===== config.mk =====
export PLATFORM = sky130hd
export DESIGN_NAME = result_bram_arbiter
export DESIGN_NICKNAME = d
export VERILOG_FILES = /design/src/rtl/result_bram_arbiter.sv
export SDC_FILE = /design/constraint.sdc
export NUM_CORES = 1
export LEC_CHECK = 0
export BUFFER_PORTS_ARGS = -buffer_cell sky130_fd_sc_hd__buf_4
export CORE_ASPECT_RATIO = 1.1
export CORE_MARGIN = 8
export CORE_UTILIZATION = 54
export DETAILED_ROUTE_END_ITERATION = 12
export GPL_ROUTABILITY_DRIVEN = 1
export PLACE_DENSITY = 0.91
export SYNTH_ARGS = -nofsm -noshare
export SYNTH_HDL_FRONTEND = slang
export SYNTH_SLANG_ARGS = --single-unit

===== constraint.sdc =====
create_clock -name clk_i -period 6 [get_ports clk_i]
set_input_delay 0.3 -clock clk_i [delete_from_list [all_inputs] [get_ports clk_i]]
set_output_delay 0.3 -clock clk_i [all_outputs]
set_load 0.03 [all_outputs]

===== src/rtl/result_bram_arbiter.sv =====
// Round-robin arbiter that grants NUM_REQ writers fixed-length bursts into
// per-requester circular regions of a shared result BRAM.
module result_bram_arbiter #(
    parameter int unsigned NUM_REQ       = 4,
    parameter int unsigned ADDRESS_WIDTH = 13,
    parameter int unsigned DATA_WIDTH    = 32,
    parameter int unsigned BURST_LEN     = 16,
    parameter int unsigned REGION_WORDS  = 512,
    parameter int unsigned RESULT_BASE   = 0
) (
    input  logic                            clk_i,
    input  logic                            rst_i,
    input  logic                            clear_i,
    input  logic [NUM_REQ-1:0]              req_i,
    input  logic [NUM_REQ-1:0]              valid_i,
    input  logic [NUM_REQ*DATA_WIDTH-1:0]   data_i,
    output logic [NUM_REQ-1:0]              gnt_o,
    output logic [NUM_REQ-1:0]              done_o,
    output logic                            busy_o,
    output logic [ADDRESS_WIDTH-1:0]        bram_addr,
    output logic [DATA_WIDTH-1:0]           bram_din,
    output logic                            bram_en,
    output logic                            bram_we
);

    localparam int unsigned IDX_W = (NUM_REQ > 1) ? $clog2(NUM_REQ) : 1;
    localparam int unsigned PTR_W = (REGION_WORDS > 1) ? $clog2(REGION_WORDS) : 1;
    localparam int unsigned CNT_W = $clog2(BURST_LEN + 1);

    typedef enum logic [1:0] {
        IDLE,
        BURST,
        DONE
    } state_e;

    state_e                  state_q, state_d;
    logic [IDX_W-1:0]        rr_q, rr_d;
    logic [IDX_W-1:0]        gidx_q, gidx_d;
    logic [CNT_W-1:0]        cnt_q, cnt_d;
    logic [PTR_W-1:0]        wptr_q [NUM_REQ];
    logic [PTR_W-1:0]        wptr_d [NUM_REQ];
    logic                    clr_pend_q, clr_pend_d;
    logic [NUM_REQ-1:0]      gnt_q, gnt_d;
    logic [NUM_REQ-1:0]      done_q, done_d;
    logic                    busy_q, busy_d;
    logic                    en_q, en_d;
    logic [ADDRESS_WIDTH-1:0] addr_q, addr_d;
    logic [DATA_WIDTH-1:0]   din_q, din_d;

    logic                    pick_vld;
    logic [IDX_W-1:0]        pick_idx;
    logic [IDX_W-1:0]        cand;
    logic                    accept;
    logic [DATA_WIDTH-1:0]   beat_data;

    // Cyclic first-set search starting at the round-robin pointer.
    always_comb begin
        pick_vld = 1'b0;
        pick_idx = '0;
        cand     = '0;
        for (int unsigned i = 0; i < NUM_REQ; i++) begin
            cand = IDX_W'((32'(rr_q) + i) % NUM_REQ);
            if (!pick_vld && req_i[cand]) begin
                pick_vld = 1'b1;
                pick_idx = cand;
            end
        end
    end

    assign accept    = (state_q == BURST) && valid_i[gidx_q];
    assign beat_data = data_i[32'(gidx_q)*DATA_WIDTH +: DATA_WIDTH];

    // Next-state and registered-output logic.
    always_comb begin
        state_d    = state_q;
        rr_d       = rr_q;
        gidx_d     = gidx_q;
        cnt_d      = cnt_q;
        wptr_d     = wptr_q;
        clr_pend_d = clr_pend_q;
        gnt_d      = gnt_q;
        done_d     = '0;
        en_d       = 1'b0;
        addr_d     = addr_q;
        din_d      = din_q;

        case (state_q)
            IDLE: begin
                if (clear_i) begin
                    for (int unsigned k = 0; k < NUM_REQ; k++) wptr_d[k] = '0;
                end
                if (pick_vld) begin
                    state_d = BURST;
                    gidx_d  = pick_idx;
                    gnt_d   = NUM_REQ'(1) << pick_idx;
                    cnt_d   = '0;
                end
            end
            BURST: begin
                if (clear_i) clr_pend_d = 1'b1;
                if (accept) begin
                    en_d   = 1'b1;
                    din_d  = beat_data;
                    addr_d = ADDRESS_WIDTH'(RESULT_BASE)
                           + ADDRESS_WIDTH'(32'(gidx_q) * REGION_WORDS)
                           + ADDRESS_WIDTH'(wptr_q[gidx_q]);
                    wptr_d[gidx_q] = wptr_q[gidx_q] + PTR_W'(1);
                    cnt_d          = cnt_q + CNT_W'(1);
                    if (cnt_q == CNT_W'(BURST_LEN - 1)) begin
                        state_d = DONE;
                        gnt_d   = '0;
                        done_d  = gnt_q;
                    end
                end
            end
            DONE: begin
                state_d    = IDLE;
                rr_d       = IDX_W'((32'(gidx_q) + 1) % NUM_REQ);
                clr_pend_d = 1'b0;
                // A clear seen during the burst (or right now) lands as we go idle.
                if (clr_pend_q || clear_i) begin
                    for (int unsigned k = 0; k < NUM_REQ; k++) wptr_d[k] = '0;
                end
            end
            default: state_d = IDLE;
        endcase

        busy_d = (state_d != IDLE);
    end

    always_ff @(posedge clk_i or negedge rst_i) begin
        if (!rst_i) begin
            state_q    <= IDLE;
            rr_q       <= '0;
            gidx_q     <= '0;
            cnt_q      <= '0;
            for (int unsigned k = 0; k < NUM_REQ; k++) wptr_q[k] <= '0;
            clr_pend_q <= 1'b0;
            gnt_q      <= '0;
            done_q     <= '0;
            busy_q     <= 1'b0;
            en_q       <= 1'b0;
            addr_q     <= '0;
            din_q      <= '0;
        end else begin
            state_q    <= state_d;
            rr_q       <= rr_d;
            gidx_q     <= gidx_d;
            cnt_q      <= cnt_d;
            wptr_q     <= wptr_d;
            clr_pend_q <= clr_pend_d;
            gnt_q      <= gnt_d;
            done_q     <= done_d;
            busy_q     <= busy_d;
            en_q       <= en_d;
            addr_q     <= addr_d;
            din_q      <= din_d;
        end
    end

    assign gnt_o     = gnt_q;
    assign done_o    = done_q;
    assign busy_o    = busy_q;
    assign bram_en   = en_q;
    assign bram_we   = en_q;
    assign bram_addr = addr_q;
    assign bram_din  = din_q;

endmodule


==> results of run 1 <==
per-stage QoR:
| step | hold slack (ns) | cells | cell area (um2) | worst slack [ns] |
|---|---|---|---|---|
| after floorplan | 0.00441 | 511 | 5380 | 3.82 |
| after global placement | 0.211 | 788 | 6800 | 3.12 |
| after detailed placement | 0.218 | 788 | 6800 | 2.97 |
| after CTS | 0.300 | 805 | 7040 | 2.96 |
| after global routing | 0.331 | 806 | 7040 | 2.72 |
| final | 0.300 | 806 | 7040 | 2.90 |
how the worst max path moves through the flow:
stage | slack, ns | endpoint | cells after the start | start
after floorplan | 3.82 | wptr_q[31] | 8 | gidx_q[0]
after global placement | 3.12 | wptr_q[26] | 6 | gidx_q[0]
after detailed placement | 2.97 | wptr_q[13] | 6 | gidx_q[0]
after CTS | 2.96 | wptr_q[13] | 6 | gidx_q[0]
after global routing | 2.72 | wptr_q[13] | 6 | gidx_q[0]
final | 2.90 | wptr_q[33] | 4 | gidx_q[1]
cells in the final DEF, fill, tap and decap left out, types with 2 or more instances in the layout:
| master | n |
|---|---|
| a22o_1 | 2 |
| nand2_1 | 136 |
| clkbuf_8 | 11 |
| o211ai_1 | 16 |
| xor2_1 | 4 |
| dfrtp_2 | 2 |
| inv_1 | 8 |
| clkinv_2 | 2 |
| mux4_2 | 40 |
| nand2b_1 | 3 |
| nor4_1 | 2 |
| dfrtp_1 | 99 |
| nor2_1 | 6 |
| a21oi_1 | 6 |
| or2_2 | 2 |
| ha_1 | 7 |
| buf_4 | 195 |
| conb_1 | 2 |
| nor2b_1 | 2 |
| or4_1 | 16 |
| bufinv_16 | 2 |
| mux2i_1 | 2 |
| mux4_1 | 2 |
| o2bb2ai_1 | 2 |
| and2_1 | 4 |
| a21o_1 | 2 |
| nand3_1 | 64 |
| o21ai_0 | 26 |
| mux2_2 | 2 |
| and3_1 | 7 |
tightest hold or removal path: stages:
cell and delay [ns]:
buf_4 0.08, nor2b_1 0.11, o21ai_0 0.07, o21ai_0 0.06
what timing repair did:
action | CTS | global route
hold endpoints to repair | 22 | 0
hold buffers | 1 | 0
buffers inserted | 0 | 0
final cells by class:
class                           instances  area (um2)  share of cell area, %
Clock inverter                          4        70.1                  0.995
Antenna cell                            1        2.50                 0.0355
Sequential cell                       101        2530                   35.9
Timing Repair Buffer                  196        1470                   20.9
Tap cell                              120         150                   2.13
Inverter                                9        33.8                  0.480
Multi-Input combinational cell        363        2630                   37.3
Clock buffer                           12         155                   2.20
cell families (layout without fill, tap and decap cells):
logic type               Yosys count  after routing  share of synthesized area, %
XOR/XNOR                           5              5                         0.814
adder cells (fa/ha/maj)            7              7                          1.63
multiplexers                      46             46                          18.5
other                              1              3                        0.0697
buffers and inverters             47            221                          4.26
AND/OR/NAND/NOR                  245            245                          21.0
AO/OA/AOI/OAI                     58             58                          6.70
flip-flops                       101            101                          47.0
flip-flops by register name, indices dropped and copies added, names as in the netlist:
register	cells
clr_pend_q	1
busy_o	1
cnt_q	5
bram_en	1
bram_addr	11
gidx_q	2
done_o	4
gnt_o	4
wptr_q	36
bram_din	32
state_q	2
rr_q	2
cell usage after synthesis:
| cell type | instances | area, um2 |
|---|---|---|
| o31ai_1 | 1 | 7.51 |
| o22ai_1 | 1 | 6.26 |
| ha_1 | 7 | 87.6 |
| o21ai_0 | 26 | 130 |
| buf_1 | 1 | 3.75 |
| dfrtp_1 | 101 | 2530 |
| or2_2 | 2 | 12.5 |
| nand4_4 | 1 | 21.3 |
| mux2i_1 | 2 | 20.0 |
| a21o_1 | 2 | 15.0 |
| or3_1 | 1 | 6.26 |
| nor4_1 | 2 | 12.5 |
| buf_8 | 1 | 15.0 |
| xor2_1 | 4 | 35.0 |
| inv_2 | 1 | 3.75 |
| clkbuf_1 | 21 | 78.8 |
| conb_1 | 1 | 3.75 |
| xnor2_1 | 1 | 8.76 |
| nand2b_1 | 3 | 18.8 |
| and2_1 | 4 | 25.0 |
| o22a_1 | 1 | 8.76 |
| buf_6 | 2 | 22.5 |
| o21a_1 | 1 | 7.51 |
| mux2_2 | 2 | 22.5 |
| a21oi_1 | 6 | 30.0 |
| inv_1 | 8 | 30.0 |
| buf_4 | 4 | 30.0 |
| mux4_1 | 2 | 52.6 |
| nor2b_1 | 2 | 12.5 |
| nand3_1 | 64 | 320 |
| nor2_1 | 6 | 22.5 |
| nor3_1 | 1 | 5.00 |
| and3_1 | 7 | 43.8 |
| o211ai_1 | 16 | 120 |
| o2bb2ai_1 | 2 | 17.5 |
| or4_1 | 16 | 120 |
| mux4_2 | 40 | 901 |
| buf_2 | 9 | 45.0 |
| a22o_1 | 2 | 17.5 |
| nand2_1 | 136 | 510 |
routing by layer:
metal	vias up	global-route usage (%)
met4	0	11.4
met5	-	0
met1	2474	30.8
met2	331	42.9
li1	2172	-
met3	44	5.30
where the power goes:
group / total (uW) / internal, uW / switching [uW]
combinational: 1580 / 628 / 954
sequential: 1090 / 891 / 201
clock: 489 / 257 / 232
total: 3160 / 1780 / 1390
==> impl_metrics.json, run 1 <==
{
  "crit_path_top_delay_cell": "dfrtp_2",
  "drc": 0,
  "worst_pin_slew_ns": 1.05,
  "floorplan.initialDensity_pct": 54.9,
  "nNetsFinal": 826,
  "reg2reg_depth": 4,
  "critPathCaptureType": "flip-flop",
  "fin_crit_ns": 3.10,
  "wl_met2_mm": 9.00,
  "drtPass1Iterations": 5,
  "clk_pin_slew_ns": 0.09,
  "gp_congestion": 0.933,
  "hpwl_mm": 12.8,
  "yosysWarnings": 0,
  "r2r-end": "wptr_q[33]",
  "slew_headroom_pct": 30.1,
  "crit_family": "simple AND/OR/NAND/NOR gates",
  "final_core_util_pct": 71.9,
  "crit_top_cell": "nand3_1",
  "ir_drop_mv": 0.223,
  "die_h_um": 121,
  "die-area_um2": 13400,
  "finalHoldViolCount": 0,
  "reg2reg_slack_ns": 2.90,
  "num_io_pins": 195,
  "grt_use_total_pct": 25.4,
  "outcome": "complete, no violations",
  "design.core.area_um2": 9790,
  "synth_area_um2": 5380,
  "power_uw": 3160,
  "synth_cells": 510,
  "grt_max_degree": 80,
  "hp-class": "in -> reg",
  "drv_slew": 0,
  "drive_gt1_share_pct": 37.7,
  "ant_nets": 0,
  "p_leak_uw": 0.00347,
  "max_freq_mhz": 323,
  "powerDensity_nw_per_um2": 449,
  "cts_made_buffers": 9,
  "rsz0062_at_grt": "no",
  "drv_cap": 0,
  "finClkSkew_ns": 0.00842,
  "drt_wl_total_mm": 17.5,
  "nFillCells": 629,
  "wl_per_cell_um": 21.7,
  "cts_tree": "built",
  "area_growth_pct": 30.9,
  "path_class": "reg -> reg",
  "drt-initial-drc-count": 572,
  "avgSynthCellArea_um2": 10.5,
  "critPathLaunchType": "flip-flop",
  "fin_crit_sh_pct": 51.7,
  "die_x_um": 111,
  "path_buf_inv": 0,
  "reg2reg_from": "gidx_q[1]",
  "clockBufferDepth": 2,
  "critPathMaxStageDelay_ns": 1.07,
  "grt_overflow_total": 0,
  "min_to": "clr_pend_q",
  "report.final.setup_viol": 0,
  "row_count": 38,
  "cts.sinks": 101,
  "port_buffers": 192,
  "vias": 5021,
  "cp.required_ns": 6.31,
  "via_per_inst": 6.23,
  "clock_latency_ns": 0.37,
  "grt_pass1_vias": 4966,
  "synth_seq_cells": 101,
  "synthDistinctLibCells": 40,
  "h-tree-depth": 3,
  "fin_setup_tns_ns": 0,
  "antenna_found_initial": 1,
  "post_cts_resized": 0,
  "cp_max_fo": 46,
  "whs_path_depth": 4,
  "grt_first_pass_wirelength_mm": 27.2,
  "worstHoldStart": "clear_i",
  "wl_met3_mm": 1.45,
  "yosysSeqAreaShare_pct": 47.0,
  "critPathArrivalTime_ns": 3.41,
  "top_layer": "met4",
  "clock-root-buffer": "clkbuf_8",
  "crit_chain": "mux4_2 -> nand3_1 -> or4_1 -> nand3_1",
  "m1WireLength_mm": 6.49
}
Power figures use the tool's default switching activity.
==> run 2: changes to the inputs <==
- ABC_AREA: unset -> 1
- CORE_UTILIZATION: 54 -> 51
- PLACE_DENSITY: 0.91 -> 0.86
- clock period: 6 -> 3.15 ns (I/O delays scaled with it)
==> run 2 against run 1 <==
Net effect:
- routed wire length rose by 3.2%
- critical path depth grew 7
- core utilization down 2.9 points
- sequential share of layout area is 2.2 points lower
- area after synthesis rose by 5.2%
- clock power is 140% higher
- fmax grew 28%
- synthesized cell count is 50% higher
- global-route usage down 0.57 points
- sequential power rose by 94%
- first-iteration DRC count down 20%
- critical path type unchanged
- largest cell class unchanged
==> impl_metrics.json, run 2 <==
{
  "outcome": "complete, no violations",
  "yosysSeqAreaShare_pct": 44.7,
  "row_count": 40,
  "grt_overflow_total": 0,
  "ir_drop_mv": 0.516,
  "synth_flop_cell": "dfrtp_1",
  "crit_family": "buffers and inverters",
  "drt-initial-drc-count": 458,
  "worst-path-stages": 11,
  "worst_pin_slew_ns": 0.868,
  "critPathMaxStageDelay_ns": 0.54,
  "crit_path_top_delay_cell": "dfrtp_1",
  "drc": 0,
  "post_cts_resized": 0,
  "fin_crit_sh_pct": 76.8,
  "die_h_um": 126,
  "synth_most_common_cell": "nand2_1",
  "design.core.area_um2": 10900,
  "drtPass1Iterations": 5,
  "die-area_um2": 14700,
  "nNetsFinal": 1089,
  "rsz0062_at_grt": "no",
  "worst_slack_ns": 0.730,
  "ys_top_cells_by_area": "dfrtp_1 45%, nand2_1 18%, o21ai_0 7.7%, nor2_1 5.2%, o22ai_1 3.5%",
  "clk_pin_slew_ns": 0.08,
  "synthDistinctLibCells": 35,
  "powerDensity_nw_per_um2": 941,
  "cp_max_fo": 26,
  "reg2reg_slack_ns": 0.73,
  "yosysWarnings": 0,
  "largest_reg_flops": 36,
  "drive_gt1_share_pct": 28.3,
  "cts.sinks": 101,
  "cts_tree": "built",
  "cp.required_ns": 3.38,
  "h-tree-depth": 3,
  "reg2reg_from": "gidx_q[1]",
  "diodes": 0,
  "dp_cells": 1078,
  "port_buffers": 192,
  "synth_area_um2": 5660,
  "drv_slew": 0,
  "antenna_found_initial": 0,
  "grt_pass1_vias": 5895,
  "grt_use_total_pct": 24.8,
  "hp-class": "in -> reg",
  "ant_nets": 0,
  "floorplan.initialDensity_pct": 52.1,
  "report.final.setup_viol": 0,
  "critPathCaptureType": "flip-flop",
  "fin_crit_ns": 2.42,
  "reg2reg_depth": 11,
  "crit_end": "wptr_q[13]",
  "clock_latency_ns": 0.35,
  "critPathLaunchType": "flip-flop",
  "power_uw": 7050,
  "finalHoldViolCount": 0,
  "path_class": "reg -> reg",
  "num_io_pins": 195,
  "drt_wl_total_mm": 18.1,
  "clockBufferDepth": 2,
  "crit_chain": "inv_2 -> nand3_1 -> nand2_1 -> inv_1 -> ha_1 -> inv_1 -> nor2_2 -> inv_2 -> nor2_4 -> xor2_1 -> o21ai_1",
  "critPathArrivalTime_ns": 2.65,
  "synth_edf_count": 0,
  "final_common_cell": "nand2_1",
  "layout_common_cells": "275 x nand2_1, 203 x buf_4, 100 x dfrtp_1, 87 x o21ai_0, 79 x nor2_1",
  "gp_congestion": 0.849,
  "drv_cap": 0,
  "slew_headroom_pct": 42.1,
  "wl_per_cell_um": 16.5,
  "yosys.area.top_type": "dfrtp_1",
  "async_flop_share_pct": 100,
  "finClkSkew_ns": 0.0114,
  "synth_cells": 767,
  "via_per_inst": 5.35,
  "r2r-end": "wptr_q[13]",
  "synth_seq_cells": 101,
  "max_freq_mhz": 413,
  "ys_top_cells_by_count": "275 x nand2_1, 101 x dfrtp_1, 87 x o21ai_0, 79 x nor2_1, 39 x nand3_1",
  "fin_cells": 1095,
  "synth_top_area_share_pct": 44.7,
  "hpwl_mm": 13.4,
  "vias": 5858,
  "cts_made_buffers": 9,
  "regMostFlops": "wptr_q",
  "grt_max_degree": 70,
  "path_buf_inv": 4,
  "die_x_um": 116,
  "avgSynthCellArea_um2": 7.38,
  "p_leak_uw": 0.00390,
  "place_ws_ns": 0.804,
  "startpoint": "gidx_q[1]",
  "grt_first_pass_wirelength_mm": 28.7,
  "fin_setup_tns_ns": 0,
  "clock-root-buffer": "clkbuf_16",
  "area_growth_pct": 32.4,
  "place_area_um2": 7170,
  "final_area_um2": 7490
}
## run 2: cell type report
type	count	area, um2
clock buffers	10	239
inverters	38	150
flip-flops and latches	101	2530
fillers	899	3370
well taps	147	184
clock inverters	6	76.3
multi-input cells	588	2760
repair buffers	205	1550
## run 2: worst min-delay path by stage
| stage | from | endpoint | slack, ns | cells past startpoint |
|---|---|---|---|---|
| floorplan | rst_i | bram_addr[0] | -0.14 | 0 |
| global placement | rst_i | wptr_q[2] | 0.33 | 1 |
| detailed placement | rst_i | bram_addr[2] | 0.32 | 1 |
| CTS | data_i[20] | bram_din[20] | 0.16 | 5 |
| global route | data_i[9] | bram_din[9] | 0.20 | 5 |
| finish | data_i[24] | bram_din[24] | 0.16 | 5 |
## run 2: metal layers
metal / share of wire (%) / GRT usage, %
met4: 2.8 / 10.0
met2: 50 / 41.6
met1: 39 / 29.8
met3: 8.0 / 5.98
met5: 0 / 0
## run 2: cell families (layout without fill, tap and decap cells)
family | after synthesis | after routing | synth area share (%)
DFF | 101 | 101 | 44.7
AOI/OAI and AO/OA | 148 | 148 | 14.3
and+or+nand+nor | 425 | 425 | 31.5
other | 1 | 2 | 0.0662
xor gates and xnor gates | 5 | 5 | 1.04
muxes | 1 | 1 | 0.243
adders and majority gates | 7 | 7 | 1.55
buffers and inverters | 79 | 259 | 6.65
## run 2: report_power, final
part / switching (uW) / leakage [uW] / internal [uW] / total, uW
clock: 526 / 0.000156 / 652 / 1180
combinational: 2520 / 0.00245 / 1240 / 3760
sequential: 333 / 0.00130 / 1780 / 2110
## run 2: per-stage QoR
| step | utilization [%] | hold WS, ns |
|---|---|---|
| after detailed placement | 66.0 | 0.324 |
| after floorplan | - | -0.138 |
| after CTS | 69.0 | 0.162 |
| after global routing | 69.0 | 0.202 |
| after global placement | 66.0 | 0.326 |
| final | 69.0 | 0.163 |
## run 2: what timing repair did
| action | in CTS | in global routing |
|---|---|---|
| hold buffers | 1 | 0 |
| buffers inserted | 0 | 0 |
| endpoints found under the hold margin | 67 | 0 |
## run 2: worst reg2reg max path, delay by kind of cell, from the launching register on
kind	cells	cell delay [ns]
adders and majority gates	1	0.18
DFF	1	0.54
AOI/OAI and AO/OA	1	0.11
buffers and inverters	4	0.57
xor gates and xnor gates	1	0.33
and+or+nand+nor	4	0.57
==> run 3: changes to the inputs <==
- CORE_UTILIZATION: 51 -> 46
- PLACE_DENSITY: 0.86 -> 0.82
- clock period: 3.15 -> 2.2 ns (I/O delays scaled with it)
==> run 3 against run 2 <==
Net effect:
- global-route usage fell by 2.1 points
- flip-flop and latch count unchanged
- register-to-register slack lost 0.63 ns
- hold slack worse by 0.031 ns
- clock skew decreased by 0.0032 ns
- first-iteration DRC count fell by 2.2%
- sequential share of layout area is 0.32 points lower
- largest cell class unchanged
- largest power group unchanged
==> impl_metrics.json, run 3 (same netlist as run 2, synthesis figures left out) <==
{
  "final_common_cell": "nand2_1",
  "whs_ns": 0.132,
  "outcome": "complete, no violations",
  "grt_use_total_pct": 22.7,
  "area_growth_pct": 33.8,
  "die-area_um2": 16100,
  "h-tree-depth": 3,
  "hpwl_mm": 13.7,
  "power_uw": 10000,
  "switching_share_pct": 47.9,
  "cp.required_ns": 2.48,
  "finClkSkew_ns": 0.00816,
  "row_count": 42,
  "ant_nets": 0,
  "drt-initial-drc-count": 448,
  "p_comb_share_pct": 55.2,
  "p_leak_uw": 0.00393,
  "ir_drop_mv": 0.856,
  "port_buffers": 192,
  "critPathCaptureType": "flip-flop",
  "cts.sinks": 101,
  "r2r-end": "wptr_q[8]",
  "grt_pass1_vias": 6065,
  "seqPwrFrac_pct": 30.1,
  "hp-class": "in -> reg",
  "drv_cap": 0,
  "intPower_uw": 5230,
  "clock_latency_ns": 0.34,
  "antenna_found_initial": 0,
  "power_frac_clock_pct": 14.7,
  "largest_reg_flops": 36,
  "drive_gt1_share_pct": 29.6,
  "drtPass1Iterations": 6,
  "floorplan.initialDensity_pct": 47.0,
  "cp_max_fo": 26,
  "slew_headroom_pct": 61.9,
  "fin_setup_tns_ns": 0,
  "die_x_um": 122,
  "grt_first_pass_wirelength_mm": 29.8,
  "final_core_util_pct": 62.9,
  "clk_pin_slew_ns": 0.07,
  "reg2reg_from": "gidx_q[0]",
  "powerDensity_nw_per_um2": 1330,
  "clock-root-buffer": "clkbuf_16",
  "cts_tree": "built",
  "max_freq_mhz": 475,
  "fin_crit_sh_pct": 95.6,
  "drt_wl_total_mm": 18.2,
  "final_area_um2": 7570,
  "vias": 5895,
  "netSwitchingPower_uw": 4810,
  "reg2reg_slack_ns": 0.1,
  "nFillCells": 1075,
  "layout_common_cells": "273 x nand2_1, 213 x buf_4, 99 x dfrtp_1, 87 x o21ai_0, 79 x nor2_1",
  "multi_input_area_um2": 2780,
  "place_area_um2": 7210,
  "num_io_pins": 195,
  "drc": 0,
  "die_h_um": 132,
  "critPathLaunchType": "flip-flop",
  "drv_slew": 0,
  "diodes": 0,
  "gp_congestion": 0.891,
  "grt_overflow_total": 0,
  "crit_end": "wptr_q[8]",
  "fin_crit_ns": 2.10,
  "rsz0062_at_grt": "yes",
  "report.final.setup_viol": 0,
  "grt_max_degree": 51,
  "cts_made_buffers": 9,
  "reg2reg_depth": 10,
  "design.core.area_um2": 12000,
  "startpoint": "gidx_q[0]",
  "regArea_um2": 2530,
  "nNetsFinal": 1101,
  "worst_pin_slew_ns": 0.571,
  "finalHoldViolCount": 0,
  "wl_per_cell_um": 16.3,
  "critPathArrivalTime_ns": 2.39,
  "regMostFlops": "wptr_q",
  "via_per_inst": 5.29,
  "path_class": "reg -> reg",
  "clockBufferDepth": 2
}
-- run 3: cell types whose count changed in the layout (fill, tap and decap cells not counted), sizes merged --
cell,before,now
buf,204,215
clkbuf,10,12
clkinvlp,0,2
bufinv,1,0
clkinv,2,1
inv,41,40
-- run 3: timing repair --
item	in CTS	in global routing
endpoints found under the hold margin	42	0
setup endpoints to repair	0	30
hold buffers	1	0
buffers inserted	0	7
gates resized for setup	0	9
-- run 3: worst min path at each step --
stage | start | to | slack, ns | cells after the start
3_5_place_dp | rst_i | bram_addr[9] | 0.15 | 1
6_report | data_i[19] | bram_din[19] | 0.13 | 5
4_1_cts | data_i[17] | bram_din[17] | 0.13 | 5
2_1_floorplan | rst_i | bram_addr[0] | -0.19 | 0
5_1_grt | data_i[17] | bram_din[17] | 0.14 | 5
3_3_place_gp | rst_i | bram_addr[9] | 0.15 | 1
-- run 3: power by group through the flow --
stage	Clock (uW)	Combinational [uW]	Sequential (uW)
after floorplan	0	2890	3690
after global placement	0	5300	3030
after detailed placement	0	5380	3030
after CTS	1500	5390	3030
after global routing	1570	6120	3110
final	1470	5540	3020
-- run 3: per-layer routing --
layer	share of wire (%)	track usage (%)
met5	0	0
met4	3.0	9.06
met3	8.7	6.30
met2	49	37.1
met1	39	27.4
-- run 3: per-stage QoR --
stage	std cells	worst slack [ns]
6_report	1114	0.0967
5_1_grt	1114	-0.0478
4_1_cts	1107	0.00350
3_5_place_dp	1090	0.0697
3_3_place_gp	1090	0.124
2_1_floorplan	768	0.227
-- run 3: final cells by class --
class	count	area share (%)
clock buffer	11	3.07
clock inverter	5	0.578
inverter	38	1.98
multi-input combinational	588	36.6
sequential	101	33.4
tap	154	2.54
timing repair buffer	217	21.8
-- run 3: critical path, cell delays in order, from the launching register on --
cell and delay, ns:
dfrtp_4 0.54, inv_6 0.08, buf_4 0.25, nand2_1 0.10
nand3_1 0.08, nand2_1 0.10, nor2_4 0.22, nand3_1 0.27
inv_1 0.23, nand3_1 0.11, nand2_1 0.08
